$ cat config.mk
export PLATFORM = sky130hd
export DESIGN_NAME = spm_seq
export DESIGN_NICKNAME = d
export VERILOG_FILES = /design/src/rtl/spm_seq.sv
export SDC_FILE = /design/constraint.sdc
export NUM_CORES = 1
export LEC_CHECK = 0
export CAP_MARGIN = 0
export CORE_MARGIN = 1
export CORE_UTILIZATION = 29
export CTS_CLUSTER_DIAMETER = 50
export DETAILED_ROUTE_END_ITERATION = 10
export PLACE_DENSITY = 0.54
export SLEW_MARGIN = 20
export SYNTH_ARGS = -nofsm -noshare
export SYNTH_HDL_FRONTEND = slang
export SYNTH_SLANG_ARGS = --single-unit
export TNS_END_PERCENT = 1
$ cat constraint.sdc
create_clock -name clk -period 2.2 [get_ports clk]
set_clock_uncertainty 0.1 [all_clocks]
set_input_delay 0.22 -clock clk [delete_from_list [all_inputs] [get_ports clk]]
set_output_delay 0.22 -clock clk [all_outputs]
set_load 0.02 [all_outputs]
$ cat src/rtl/spm_seq.sv
// Serial-parallel multiplier: x in parallel, y bit-serial LSB first, 2*SIZE-bit product.
// Optional macro SPM_SERIAL_OUT_EN adds the per-step product bit outputs p / p_vld.
module spm_seq #(
  parameter int SIZE = 32
) (
  input  logic              clk,
  input  logic              rst,
  input  logic              in_valid,
  output logic              in_ready,
  input  logic [SIZE-1:0]   x,
  input  logic [SIZE-1:0]   y,
  output logic              out_valid,
  input  logic              out_ready,
`ifdef SPM_SERIAL_OUT_EN
  output logic              p,
  output logic              p_vld,
`endif
  output logic [2*SIZE-1:0] prod
);

  localparam int CNT_W = $clog2(2 * SIZE);
  localparam logic [CNT_W-1:0] CNT_LAST = CNT_W'(2 * SIZE - 1);

  typedef enum logic [1:0] {
    IDLE,
    RUN,
    DONE
  } state_t;

  state_t state, state_nxt;

  logic [SIZE-1:0]  x_r;
  logic [SIZE-1:0]  y_sr;
  logic [SIZE-1:0]  s_r;
  logic [SIZE-1:0]  c_r;
  logic [CNT_W-1:0] cnt;

  logic [SIZE-1:0] pp;
  logic [SIZE-1:0] s_hi;
  logic [SIZE-1:0] s_nxt;
  logic [SIZE-1:0] c_nxt;
  logic            accept;
  logic            run;

  assign accept = (state == IDLE) && in_valid;
  assign run    = (state == RUN);

  always_ff @(posedge clk or negedge rst) begin
    if (!rst) begin
      state <= IDLE;
    end else begin
      state <= state_nxt;
    end
  end

  always_comb begin
    state_nxt = state;
    case (state)
      IDLE:    if (in_valid) state_nxt = RUN;
      RUN:     if (cnt == CNT_LAST) state_nxt = DONE;
      DONE:    if (out_ready) state_nxt = IDLE;
      default: state_nxt = IDLE;
    endcase
  end

  always_comb begin
    in_ready  = (state == IDLE);
    out_valid = (state == DONE);
  end

  // Every cell is a full adder; cell i takes the sum of cell i+1, so the
  // accumulated value shifts right by one each step while s_0 falls out.
  always_comb begin
    pp    = x_r & {SIZE{y_sr[0]}};
    s_hi  = {1'b0, s_r[SIZE-1:1]};
    s_nxt = pp ^ s_hi ^ c_r;
    c_nxt = (pp & s_hi) | (pp & c_r) | (s_hi & c_r);
  end

  always_ff @(posedge clk or negedge rst) begin
    if (!rst) begin
      x_r  <= '0;
      y_sr <= '0;
      s_r  <= '0;
      c_r  <= '0;
      cnt  <= '0;
      prod <= '0;
    end else if (accept) begin
      x_r  <= x;
      y_sr <= y;
      s_r  <= '0;
      c_r  <= '0;
      cnt  <= '0;
      prod <= '0;
    end else if (run) begin
      s_r  <= s_nxt;
      c_r  <= c_nxt;
      y_sr <= y_sr >> 1;
      cnt  <= cnt + 1'b1;
      prod <= {s_nxt[0], prod[2*SIZE-1:1]};
    end
  end

`ifdef SPM_SERIAL_OUT_EN
  always_ff @(posedge clk or negedge rst) begin
    if (!rst) begin
      p     <= 1'b0;
      p_vld <= 1'b0;
    end else begin
      p     <= run ? s_nxt[0] : 1'b0;
      p_vld <= run;
    end
  end
`endif

endmodule

==> results.md <==
* Status: finished clean
* Sw Share at between 30% and 40%
* Placement Cell Area at 0.01072 sq mm
* Min Tclk post-route at 2.090 ns
* Max_cap viols at 0
* Clock tree sinks at just under 200
* Syn Nets at between 900 and 1k
* DR WL/cell at roughly 15 um
* DR iter-0 viols at 333
* Layout area overhead at 26.18%
* Share of the synthesized area in the top cell type at ~55%
* Gr usage total at 13.57%
* Cell Rows at 64
* Final hold violations at 0
* Worst r2r src: state[0]
* Power Dens Cells at 1334 mW/mm^2
* Commonest cells after routing, fill and taps aside: 198 x nand2_1, 198 x dfrtp_1, 132 x nand3_1, 131 x clkdlybuf4s50_1, 74 x o21ai_0
* Die ar. at around 0.032 sq mm
* WS Path Type: register to output pin
* CP endpoint kind: output pin
* Clk pwr share at between 20% and 30%
* Root Buffer: clkbuf_16
* Largest net degree at the start of global routing at approximately 100
* RR Endpoint: y_sr[17]
* Psw at ~5.5 mW
* Cells on worst reg2reg path at 5
* Cell family with most CP delay: buffers and inverters
* Vias at between 6k and 7k
* Slew Limit Headroom at 44.58%
* CP max FO at 14
* Final setup fails at 0
* Initial Util at between 20% and 30%
* Fraction of registers with async set or reset after synthesis at 100.0%
* Diode count at 0
* Fill count at about 3k
* Fmax at around 480 MHz
* Clk_lat worst skew at between 0.4 and 0.5 ns
* Gr ovfl total at 0
* Synthesized cell area at 0.008984 sq mm
* Io pins at roughly 130
* #FFs+latches synth at 199
* Vias in the first global route at around 6.3k
* Detailed Route WL at a little over 20 mm
* Die Y at about 180 um
* Worst-path clk slew at about 0.070 ns
* Maximum VDD drop at approximately 600 uV
* Syn Inst Count at around 870
* Cts bufs inserted at 17
* Layout cells sized above 1 at just under 10%
* Final Instance Area at 0.01134 sq mm
* Cell taking the most area after synthesis: dfrtp_1
* Synth top area cells: dfrtp_1 55%, nand2_1 8.3%, nand3_1 7.4%, fa_1 6.9%, mux2_4 5.3%
* Syn. warnings at 0
* Post-CTS Setup Bufs at 0
* Synth Flop Type: dfrtp_1
* Slowest stage cell, crit path: clkdlybuf4s50_1
* Combinational fraction of design power at around 36%
* Port Buffers at between 100 and 150
* Worst R2R Setup Slack at around 0.4 ns
* Die width at ~180 um
* Setup crit start kind: register
* First drt pass iteration count at 4
* Routability cong. at a little under 0.7
* DRC Markers at 0
* First-pass GRT wire length at approximately 34 mm
* Slowest Stage Delay on Critical Path at a little over 0.6 ns
* CTS max path bufs at 2
* Post-route setup TNS at 0 ns
* Sequential cell area fraction in the yosys report at between 50% and 60%
* CORE AREA at between 0.03 and 0.04 sq mm
* WP buf/inv at 2
* Hold WC Path Type: primary input to async pin
* RSZ-0062 raised after global routing: no
* Initial antenna violation count at 0
* Internal Power at about 9.7 mW
* CTS tree: built
* NumNets Final at between 1k and 1.5k
* Slew Limit Fails at 0
* DP HPWL at approximately 13 mm
* Clock H-tree levels at 4
* Synth unique cells at 30
* Routed Antenna Nets at 0
* Fraction of the cycle the final worst path needs at 94.99%
* CP Cell Sequence: buf_4 > nor2_1 > clkdlybuf4s50_1
* Leak at slightly above 5 nW
* Worst slew pin tran at 0.8307 ns
* CP Data Arrival Time at around 1.8 ns
* Number of flops mapped to enable cells by yosys at 0
* Vias per cell at between 4 and 5
* Syn avg cell area at slightly above 10 sq um
* Worst path required time at roughly 1.9 ns
* Reg power frac at roughly 42%
cell families after synthesis:
| family | after synthesis | share of synthesized area (%) |
|---|---|---|
| AND/OR/NAND/NOR | 341 | 16.37 |
| AO/OA/AOI/OAI | 134 | 8.705 |
| buffers and inverters | 129 | 6.838 |
| multiplexers | 33 | 5.474 |
| flip-flops | 199 | 55.43 |
| adder cells (fa/ha/maj) | 33 | 7.187 |
registers in the layout (all words and copies together), names as in the netlist:
name	count
y_sr	32
c_r	32
x_r	32
s_r	32
prod	63
state	2
cnt	6
final cells by class:
type	count	area [sq um]	area share, %
inverters	63	236.5	2.086
repair buffers	158	1612	14.22
well taps	396	495.5	4.371
clock inverters	14	162.7	1.435
flip-flops and latches	199	4981	43.94
multi-input cells	541	3410	30.08
clock buffers	18	439.2	3.874
layer usage:
metal  global-route usage [%]  wire, um  vias to the layer above  share of wire, %
met2                    20.69      9354                       96                46
met1                    18.64      9637                     3103                48
met5                        0         0                        -                 0
met4                    3.953       233                        0               1.2
met3                    3.836       956                       17               4.7
li1                         -         -                     3080                 -
repair_timing:
item | in CTS | in global routing
endpoints found under the hold margin | 57 | 0
hold buffers | 1 | 0
setup endpoints to repair | 1 | 0
gates resized for setup | 2 | 0
stage by stage:
stage	setup slack (ns)	hold WS (ns)	std cells	power [mW]	utilization [%]
detailed placement	0.1426	0.1772	1356	12.08	35.15
global route	0.03547	0.2636	1389	16.40	37.16
global placement	0.1616	0.1820	1356	11.91	35.15
finish	0.1103	0.2558	1389	15.13	37.16
CTS	0.06530	0.2584	1389	15.42	37.16
floorplan	0.5877	-0.1756	869	9.776	-
power by group through the flow:
stage / Clock [mW] / Combinational [mW] / Sequential, mW
finish: 3.21 / 5.50 / 6.41
global route: 3.47 / 6.28 / 6.65
CTS: 3.34 / 5.65 / 6.43
detailed placement: 0 / 5.62 / 6.46
global placement: 0 / 5.45 / 6.46
floorplan: 0 / 2.91 / 6.86
worst max-delay path by stage:
stage | endpoint | slack (ns) | depth (start not counted) | from
after floorplan | s_r[0] | 0.59 | 5 | y_sr[0]
after global routing | in_ready | 0.04 | 3 | state[0]
final | in_ready | 0.11 | 3 | state[0]
after global placement | x_r[3] | 0.16 | 4 | in_valid
after CTS | in_ready | 0.07 | 3 | state[0]
after detailed placement | x_r[20] | 0.14 | 4 | in_valid
synthesized netlist by cell type (4+ instances only):
cell,count
buf_1,10
nand2_1,198
nor2b_1,4
mux2_4,32
clkbuf_1,29
buf_2,11
o21ai_1,20
nand3_1,132
fa_1,31
dfrtp_1,199
a22oi_1,31
inv_1,63
o21ai_0,74
buf_6,15
worst register-to-register path: cells and delay by family, from the launching register on:
| kind | cells | cell delay [ns] |
|---|---|---|
| flip-flops | 1 | 0.40 |
| AND/OR/NAND/NOR | 1 | 0.06 |
| AO/OA/AOI/OAI | 2 | 0.74 |
| buffers and inverters | 2 | 0.44 |
Power figures use the tool's default switching activity.
